[config.mk]
export PLATFORM = sky130hd
export DESIGN_NAME = mem_stage_flat
export DESIGN_NICKNAME = d
export VERILOG_FILES = /design/src/rtl/mem_stage_pkg.sv /design/src/rtl/mem_stage_if.sv /design/src/rtl/mem_align.sv /design/src/rtl/mem_stage.sv /design/src/flat_wrapper.sv
export SDC_FILE = /design/constraint.sdc
export NUM_CORES = 1
export LEC_CHECK = 0
export BUFFER_PORTS_ARGS = -buffer_cell sky130_fd_sc_hd__buf_2
export CORE_AREA = 3 3 196 198
export CTS_CLUSTER_DIAMETER = 150
export DETAILED_ROUTE_END_ITERATION = 8
export DIE_AREA = 0 0 199 201
export PLACE_DENSITY = 0.54
export RECOVER_POWER = 25
export SETUP_SLACK_MARGIN = 0.2
export SLEW_MARGIN = 20
export SYNTH_ARGS = -nofsm -noshare
export SYNTH_HDL_FRONTEND = slang
export SYNTH_SLANG_ARGS = --single-unit
[constraint.sdc]
create_clock -name clk -period 5 [get_ports clk]
set_clock_uncertainty 0.1 [all_clocks]
set_input_delay 0 -clock clk [delete_from_list [all_inputs] [get_ports clk]]
set_output_delay 0 -clock clk [all_outputs]
set_load 0.05 [all_outputs]
[src/rtl/mem_stage_pkg.sv]
// Shared encodings for the load/store stage: opcodes, access sizes, FSM states
// and the alignment rule used both at issue time and in the datapath.
package mem_stage_pkg;

    localparam int DATA_W = 64;

    localparam logic [4:0] OPCODE_LB = 5'b00000;
    localparam logic [4:0] OPCODE_SB = 5'b01000;

    localparam logic [1:0] MEM_SIZE_B = 2'd0;
    localparam logic [1:0] MEM_SIZE_H = 2'd1;
    localparam logic [1:0] MEM_SIZE_W = 2'd2;
    localparam logic [1:0] MEM_SIZE_D = 2'd3;

    typedef enum logic [1:0] {
        MEM_IDLE  = 2'd0,
        MEM_REQ   = 2'd1,
        MEM_DONE  = 2'd2,
        MEM_FAULT = 2'd3
    } mem_state_e;

    function automatic logic addr_misaligned(input logic [1:0] size, input logic [2:0] lo);
        case (size)
            MEM_SIZE_H: return lo[0];
            MEM_SIZE_W: return |lo[1:0];
            MEM_SIZE_D: return |lo;
            default:    return 1'b0;
        endcase
    endfunction

endpackage

[src/rtl/mem_stage_if.sv]
// Data-RAM request/acknowledge port. The stage drives the master side; the
// RAM (or a testbench model) drives the slave side.
interface mem_stage_if
    import mem_stage_pkg::*;
();
    logic              ram_req;
    logic              ram_we;
    logic [DATA_W-1:0] ram_addr;
    logic [7:0]        ram_wmask;
    logic [DATA_W-1:0] ram_wdata;
    logic              ram_ack;
    logic [DATA_W-1:0] ram_rdata;

    modport master (
        output ram_req, ram_we, ram_addr, ram_wmask, ram_wdata,
        input  ram_ack, ram_rdata
    );

    modport slave (
        input  ram_req, ram_we, ram_addr, ram_wmask, ram_wdata,
        output ram_ack, ram_rdata
    );
endinterface

[src/rtl/mem_align.sv]
// Byte-lane alignment: store mask/shift toward the RAM and load shift plus
// truncation and sign/zero extension back to a 64-bit register value.
module mem_align
    import mem_stage_pkg::*;
(
    input  logic [1:0]        size,
    input  logic              zext,
    input  logic [2:0]        offset,
    input  logic [DATA_W-1:0] st_data,
    input  logic [DATA_W-1:0] ld_raw,
    output logic [7:0]        wmask,
    output logic [DATA_W-1:0] st_lanes,
    output logic [DATA_W-1:0] ld_result
);

    function automatic logic [DATA_W-1:0] extend(input logic [DATA_W-1:0] v,
                                                 input logic [1:0] sz,
                                                 input logic z);
        logic signed [7:0]        b;
        logic signed [15:0]       h;
        logic signed [31:0]       w;
        logic signed [DATA_W-1:0] s;
        logic [DATA_W-1:0]        keep;
        b = v[7:0];
        h = v[15:0];
        w = v[31:0];
        case (sz)
            MEM_SIZE_B: begin s = DATA_W'(b); keep = 64'h0000_0000_0000_00FF; end
            MEM_SIZE_H: begin s = DATA_W'(h); keep = 64'h0000_0000_0000_FFFF; end
            MEM_SIZE_W: begin s = DATA_W'(w); keep = 64'h0000_0000_FFFF_FFFF; end
            default:    begin s = v;          keep = '1;                      end
        endcase
        return z ? (v & keep) : s;
    endfunction

    logic [7:0]        base_mask;
    logic [DATA_W-1:0] ld_shift;

    always_comb begin
        case (size)
            MEM_SIZE_B: base_mask = 8'h01;
            MEM_SIZE_H: base_mask = 8'h03;
            MEM_SIZE_W: base_mask = 8'h0F;
            default:    base_mask = 8'hFF;
        endcase
    end

    assign wmask     = base_mask << offset;
    assign st_lanes  = st_data << {offset, 3'b000};
    assign ld_shift  = ld_raw >> {offset, 3'b000};
    assign ld_result = extend(ld_shift, size, zext);

endmodule

[src/rtl/mem_stage.sv]
// Load/store stage: issues one RAM transaction per instruction at the active
// counter value and stalls the counter via mem_busy until it completes.
module mem_stage
    import mem_stage_pkg::*;
#(
    parameter logic [7:0] ACTIVE_CYCLE = 8'd5
) (
    input  logic              clk,
    input  logic              rst,
    input  logic [7:0]        instcycle_cnt_val,
    input  logic [4:0]        opcode_i,
    input  logic [2:0]        funct3_i,
    input  logic [DATA_W-1:0] addr_i,
    input  logic [DATA_W-1:0] wdata_i,
    mem_stage_if.master       ram,
    output logic              mem_busy,
    output logic              rd_wen,
    output logic [DATA_W-1:0] rd_data,
    output logic              misalign
);

    mem_state_e        state, state_nxt;
    logic              served;
    logic              is_load, is_store, start, req;
    logic [DATA_W-1:0] addr_q, wdata_q;
    logic [2:0]        funct3_q;
    logic              store_q;
    logic [7:0]        wmask_al;
    logic [DATA_W-1:0] wdata_al, ld_al;

    assign is_load  = (opcode_i == OPCODE_LB) && (funct3_i != 3'b111);
    assign is_store = (opcode_i == OPCODE_SB) && !funct3_i[2];
    assign start    = (instcycle_cnt_val == ACTIVE_CYCLE) && (state == MEM_IDLE)
                      && !served && (is_load || is_store);

    // served blocks a second issue while the counter still reads ACTIVE_CYCLE after DONE
    always_ff @(posedge clk or posedge rst) begin
        if (rst) begin
            state  <= MEM_IDLE;
            served <= 1'b0;
        end else begin
            state <= state_nxt;
            if (instcycle_cnt_val != ACTIVE_CYCLE)
                served <= 1'b0;
            else if (start)
                served <= 1'b1;
        end
    end

    always_ff @(posedge clk) begin
        if (start) begin
            addr_q   <= addr_i;
            wdata_q  <= wdata_i;
            funct3_q <= funct3_i;
            store_q  <= is_store;
        end
    end

    mem_align u_align (
        .size      (funct3_q[1:0]),
        .zext      (funct3_q[2]),
        .offset    (addr_q[2:0]),
        .st_data   (wdata_q),
        .ld_raw    (ram.ram_rdata),
        .wmask     (wmask_al),
        .st_lanes  (wdata_al),
        .ld_result (ld_al)
    );

    always_ff @(posedge clk or posedge rst) begin
        if (rst)
            rd_data <= '0;
        else if ((state == MEM_REQ) && ram.ram_ack && !store_q)
            rd_data <= ld_al;
    end

    always_comb begin
        state_nxt = state;
        req       = 1'b0;
        rd_wen    = 1'b0;
        misalign  = 1'b0;
        case (state)
            MEM_IDLE: begin
                if (start)
                    state_nxt = addr_misaligned(funct3_i[1:0], addr_i[2:0]) ? MEM_FAULT : MEM_REQ;
            end
            MEM_REQ: begin
                req = 1'b1;
                if (ram.ram_ack)
                    state_nxt = MEM_DONE;
            end
            MEM_DONE: begin
                rd_wen    = !store_q;
                state_nxt = MEM_IDLE;
            end
            MEM_FAULT: begin
                misalign  = 1'b1;
                state_nxt = MEM_IDLE;
            end
            default: state_nxt = MEM_IDLE;
        endcase
    end

    // RAM outputs are gated by REQ so they read zero whenever no access is pending
    assign mem_busy      = start || (state == MEM_REQ);
    assign ram.ram_req   = req;
    assign ram.ram_we    = req && store_q;
    assign ram.ram_addr  = req ? {addr_q[DATA_W-1:3], 3'b000} : '0;
    assign ram.ram_wmask = (req && store_q) ? wmask_al : 8'h00;
    assign ram.ram_wdata = (req && store_q) ? wdata_al : '0;

endmodule

[src/flat_wrapper.sv]
// flat-port wrapper written by rule: the top's interface ports become plain ports
module mem_stage_flat import mem_stage_pkg::*;
#(
    parameter logic [7:0] ACTIVE_CYCLE = 8'd5
)
  (clk, rst, instcycle_cnt_val, opcode_i, funct3_i, addr_i, wdata_i, mem_busy, rd_wen, rd_data, misalign, ram_ram_req, ram_ram_we, ram_ram_addr, ram_ram_wmask, ram_ram_wdata, ram_ram_ack, ram_ram_rdata);
  mem_stage_if ram_i ();
  input  logic clk;
  input  logic rst;
  input  logic [7:0] instcycle_cnt_val;
  input  logic [4:0] opcode_i;
  input  logic [2:0] funct3_i;
  input  logic [DATA_W-1:0] addr_i;
  input  logic [DATA_W-1:0] wdata_i;
  output logic mem_busy;
  output logic rd_wen;
  output logic [DATA_W-1:0] rd_data;
  output logic misalign;
  output wire logic [$bits(ram_i.ram_req)-1:0] ram_ram_req;
  output wire logic [$bits(ram_i.ram_we)-1:0] ram_ram_we;
  output wire logic [$bits(ram_i.ram_addr)-1:0] ram_ram_addr;
  output wire logic [$bits(ram_i.ram_wmask)-1:0] ram_ram_wmask;
  output wire logic [$bits(ram_i.ram_wdata)-1:0] ram_ram_wdata;
  input wire logic [$bits(ram_i.ram_ack)-1:0] ram_ram_ack;
  input wire logic [$bits(ram_i.ram_rdata)-1:0] ram_ram_rdata;
  assign ram_ram_req = ram_i.ram_req;
  assign ram_ram_we = ram_i.ram_we;
  assign ram_ram_addr = ram_i.ram_addr;
  assign ram_ram_wmask = ram_i.ram_wmask;
  assign ram_ram_wdata = ram_i.ram_wdata;
  assign ram_i.ram_ack = ram_ram_ack;
  assign ram_i.ram_rdata = ram_ram_rdata;
  mem_stage #(.ACTIVE_CYCLE(ACTIVE_CYCLE)) u_core (.clk(clk), .rst(rst), .instcycle_cnt_val(instcycle_cnt_val), .opcode_i(opcode_i), .funct3_i(funct3_i), .addr_i(addr_i), .wdata_i(wdata_i), .ram(ram_i), .mem_busy(mem_busy), .rd_wen(rd_wen), .rd_data(rd_data), .misalign(misalign));
endmodule
# Word level (Yosys, flattened, before mapping)
# Cells that the tools add are included.
dict set report totals {
  register_bits 199
  word_cells 65
}
dict set report classes {
  n_mux 19
  n_bitwise 1
  shift 3
  eq_ne 14
  reduce_logical 21
}
# operator n
set op_table {}
lappend op_table {{case mux 64 bit (3 select lines)} 2}
lappend op_table {{2-to-1 mux 64 bit} 3}
lappend op_table {{bitwise AND 64 bit} 1}
lappend op_table {{left shift 64 x 6 -> 64 bit} 1}
lappend op_table {{right shift 64 x 6 -> 64 bit} 1}
lappend op_table {{case mux 8 bit (3 select lines)} 1}
lappend op_table {{== test 2 bit, second input constant} 5}
lappend op_table {{== test 8 x 3 -> 1 bit, second input constant} 1}
lappend op_table {{logical AND 1 bit} 8}
lappend op_table {{2-to-1 mux 8 bit} 1}
lappend op_table {{!= test 8 x 3 -> 1 bit, second input constant} 1}
lappend op_table {{left shift 8 x 3 -> 8 bit} 1}
lappend op_table {{2-to-1 mux 1 bit} 7}
lappend op_table {{== test 2 x 1 -> 1 bit, second input constant} 3}
lappend op_table {{2-to-1 mux 2 bit} 3}
lappend op_table {{case mux 2 bit (3 select lines)} 1}
lappend op_table {{== test 5 x 4 -> 1 bit, second input constant} 1}
lappend op_table {{zero test 5 bit} 1}
lappend op_table {{zero test 2 bit} 2}
lappend op_table {{OR reduction 2 bit} 2}
lappend op_table {{zero test 1 bit} 3}
lappend op_table {{!= test 3 bit, second input constant} 1}
lappend op_table {{case mux 1 bit (3 select lines)} 1}
lappend op_table {{OR reduction 3 bit} 1}
lappend op_table {{5 further kinds} 6}

# Logic depth before layout (Yosys ltp)
dict set report logic_depth {
  ltp_word 9
  mapped_depth 9
  mapped_depth_nobuf 5
}

# Modules after synthesis
# From an unflattened synthesis, not the netlist that was laid out.
dict set report unflattened {
  cells_unflattened 1047
  hier_area_um2 11971.5
}
# mod seq_area_each_um2 instances area_each_um2 cells_per_inst
set by_module_without_submodules {}
lappend by_module_without_submodules {mem_stage 5640.4 1 7559.8 454}
lappend by_module_without_submodules {mem_align 0.0 1 4411.7 593}

# Worst setup path after synthesis
# Ideal clock, no wire load.
dict set report synth_path {
  path_type {input to output}
  start {input port opcode_i[1]}
  end {output port mem_busy}
  t_arrival_ns 5.264
  path_stages 5
  path_slack_ns -0.364
  required_ns 4.900
  path_cell_list {or4_1 nor4_1 and3_1 clkbuf_1 or2_2}
}
dict set report synth_between {
  elab_chain_cells 5
}
# element line
set synth_lines {}
lappend synth_lines {{start, declared} flat_wrapper.sv:11} ;# input logic [4:0] opcode_i;
lappend synth_lines {{== test 5 x 4 -> 1 bit / zero test 5 bit (equally long branches)} {mem_stage.sv:32, mem_stage.sv:31}}
lappend synth_lines {{logical AND 1 bit (on tied branches)} {mem_stage.sv:32, mem_stage.sv:31}}
lappend synth_lines {{logical OR 1 bit (*)} mem_stage.sv:34} ;# && !served && (is_load || is_store);
lappend synth_lines {{logical AND 1 bit (*)} mem_stage.sv:34}
lappend synth_lines {{named net u_core.start} mem_stage.sv:24} ;# logic is_load, is_store, start, req;
lappend synth_lines {{logical OR 1 bit (*)} mem_stage.sv:105} ;# assign mem_busy = start || (state == MEM_REQ);
lappend synth_lines {{end, declared} flat_wrapper.sv:15} ;# output logic mem_busy;
# Mark *: on every way through the listed nets, which the timed path passes. The rest lies on a longest branch.

# Final worst setup path
dict set report layout_path {
  start {register u_core.addr_q[2]}
  end {output port ram_ram_wdata[0]}
}
dict set report layout_between {
  elab_chain_cells 2
}
# element line
set layout_lines {}
lappend layout_lines {{start, declared} mem_stage.sv:25} ;# logic [DATA_W-1:0] addr_q, wdata_q;
lappend layout_lines {{start signal, assigned} mem_stage.sv:52} ;# addr_q <= addr_i;
lappend layout_lines {{left shift 64 x 6 -> 64 bit} mem_align.sv:49} ;# assign st_lanes = st_data << {offset, 3'b000};
lappend layout_lines {{2-to-1 mux 64 bit} mem_stage.sv:110} ;# assign ram.ram_wdata = (req && store_q) ? wdata_al : '0;
lappend layout_lines {{end, declared} flat_wrapper.sv:23} ;# output wire logic [$bits(ram_i.ram_wdata)-1:0] ram_ram_wdata;
# No other way between the ends.

==> flow_summary.yaml <==
run_status:
  status: "finished clean"
synthesis:
  synth_top_area_share_pct: 36.1
  synthDistinctLibCells: 52
  post_synth.cell_area_avg_um2: 11.1
  synth_edf_count: 132
  synth_warnings: 0
  ys_seq_area_share_pct: 51.4
  synthTopCellsByArea: "edfxtp_1 (36%), dfrtp_1 (15%), mux2i_1 (7.4%), mux4_2 (6.0%), and2_1 (4.2%)"
  synthArstFlopShare_pct: 33.7
  synthFlopType: "edfxtp_1"
  syn_area_um2: 11000
  syn_inst: 992
  ys_seq_elements: 199
  synth_top_area_cell: "edfxtp_1"
hold_path:
  hold_class: "in2reg"
floorplanning:
  initial_core_util_pct: 29.9
  design.core.area_um2: 36700
  ios: 416
  chipWidth_um: 199
  die_y_um: 201
  dieArea_um2: 40000
  placementRows: 70
setup_path:
  critPathBufInv: 4
  cp.required_ns: 4.90
  endpoint_kind: "output port"
  crit_family: "buffers and inverters"
  start_kind: "flop"
  rrSetupSlack_ns: 1.75
  crit_path_cell_trace: "inv_2, buf_4, nand3_1, buf_4, nor2_1, and2_1, buf_2"
  slowest_delay_ns: 0.71
  cp_max_fo: 42
  crit_type: "reg2out"
  crit_path_frequent_cell: "buf_4"
  critPathSlowestCell: "edfxtp_1"
  critPathArrivalTime_ns: 3.46
clocking:
  clk_pin_slew_ns: 0.08
  ctsLongestPathBuffers: 2
  clock_latency_ns: 0.45
  cts.sinks: 199
  post_cts_buffers: 0
  hold_buffers: 177
  cts_buffers: 17
  cts_root_buf: "clkbuf_16"
  cts_tree: "done"
  htree_levels: 4
  ctsResizeCount: 0
final_layout:
  post-route-cell-area_um2: 15700
  nNetsFinal: 1740
  fin_util_pct: 42.7
  fin_cells: 2012
  syn_to_final_growth_pct: 42.9
  drive_gt1_share_pct: 33.3
global_routing:
  antenna_found_initial: 3
  grt_max_degree: 128
  grt_overflow: 0
  grt_pass1_wl_um: 62900
  grt_pass1_vias: 10500
  track_usage_pct: 20.5
  grt_use_met3_pct: 5.71
  busiest_layer: "met2"
  grtUsageMet2_pct: 35.3
  grtUsageMet1_pct: 24.8
placed_design:
  place.gp.congestion: 0.845
  numPortBuffers: 412
  dpl.hpwl_um: 29600
  post-place-cells: 1800
  dpl_cell_area_um2: 13300
sta:
  slew_headroom_pct: 35.9
  finalHoldViolations: 0
  worst_slew_pin_slew_ns: 0.962
  fin_crit_sh_pct: 71.2
  rsz0062_at_grt: "false"
  max_freq_mhz: 281
  min_period_ns: 3.56
  tns_ns: 0
  setup_viol: 0
  drv_slew: 0
detailed_routing:
  avgViaCountPerCell: 5.06
  drc: 0
  ant_nets: 0
  wl_per_cell_um: 20.6
  drt_iter0_drc: 604
  routed_wl_um: 41500
  via_count: 10200
  firstDrtPassIters: 5
power_and_ir_drop:
  vdd_drop_max_mv: 0.236
  p_per_area_nw_per_um2: 221
  leakagePower_nw: 7.14
flow_run:
  cap_violations: 0
metrics by stage:
| stage | hold slack, ns | worst slack, ns | power [mW] |
|---|---|---|---|
| 2_1_floorplan | -0.00113 | 1.80 | 1.85 |
| 3_3_place_gp | 0.0771 | 1.96 | 1.97 |
| 3_5_place_dp | 0.0781 | 1.90 | 1.97 |
| 4_1_cts | 0.00500 | 1.41 | 3.51 |
| 5_1_grt | 0.0374 | 1.25 | 3.60 |
| 6_report | 0.0319 | 1.44 | 3.47 |
final timing paths:
check                                   from            endpoint  cells after the start
max                         u_core.addr_q[2]    ram_ram_wdata[0]                      7
max in group asynchronous                rst  u_core.rd_data[24]                      4
min                         ram_ram_rdata[3]   u_core.rd_data[3]                      4
max reg2reg                 u_core.addr_q[0]  u_core.rd_data[42]                      7
min in group asynchronous                rst  u_core.rd_data[27]                      4
min reg2reg                u_core.rd_data[9]   u_core.rd_data[9]                      2
flip-flops by register name, indices dropped and copies added (netlist names):
register,cells
u_core.rd_data,64
u_core.served,1
u_core.funct3_q,3
u_core.state,2
u_core.addr_q,64
u_core.store_q,1
u_core.wdata_q,64
layer usage:
layer,part of all wire (%),up-vias,wire [µm]
met3,7.7,50,3200
met5,0.065,-,27
li1,-,4711,-
met4,2.4,4,1020
met2,50,460,20800
met1,40,4954,16500
worst register-to-register path: stages, from the launching register on:
cell	delay, ns
edfxtp_1	0.59
buf_12	0.50
nor2b_2	0.92
a2bb2oi_1	0.21
dlygate4sd3_1	0.61
nor2_1	0.09
a21oi_1	0.06
nand3_1	0.11
report_power, final:
group / leakage [nW] / internal, mW / switching, mW
Combinational: 4.74 / 0.176 / 0.111
Clock: 0.286 / 0.718 / 0.705
Sequential: 2.12 / 1.76 / 0.000227
synth_stat cells (17+ instances only):
master	count
a211oi_1	26
a21oi_1	55
and2_1	73
buf_2	20
clkbuf_1	43
dfrtp_1	67
edfxtp_1	132
mux2_2	19
mux2i_1	81
mux4_2	29
nand2_1	84
nand3_1	28
nand4_1	17
nor2_1	83
nor2b_1	38
o21ai_0	52
area by class of cell:
| class | instances | area, µm² |
|---|---|---|
| fill | 3518 | 21000 |
| sequential | 199 | 5640 |
| multi-input combinational | 699 | 4850 |
| timing repair buffer | 606 | 3990 |
| tap | 468 | 586 |
| clock buffer | 19 | 433 |
| clock inverter | 13 | 154 |
| inverter | 6 | 22.5 |
| antenna | 2 | 5.00 |
kinds of logic (layout without fill, tap and decap cells):
| kind of cell | Yosys count | in the layout | share of synthesized area, % |
|---|---|---|---|
| buffers and inverters | 96 | 644 | 4.62 |
| muxes | 130 | 130 | 15.4 |
| other | 1 | 5 | 0.0342 |
| and+or+nand+nor | 360 | 360 | 16.5 |
| DFF | 199 | 199 | 51.4 |
| AOI/OAI and AO/OA | 206 | 206 | 12.0 |
placed cells by master, fill, tap and decap left out, drive strengths merged, types with 38 or more instances in the layout:
| master | instances |
|---|---|
| a21oi | 55 |
| nand2 | 84 |
| edfxtp | 132 |
| nor2b | 38 |
| o21ai | 53 |
| buf | 418 |
| dlygate4sd3 | 177 |
| and2 | 73 |
| dfrtp | 67 |
| mux2i | 81 |
| nor2 | 84 |
No activity file was read; power rests on OpenSTA's default activity.
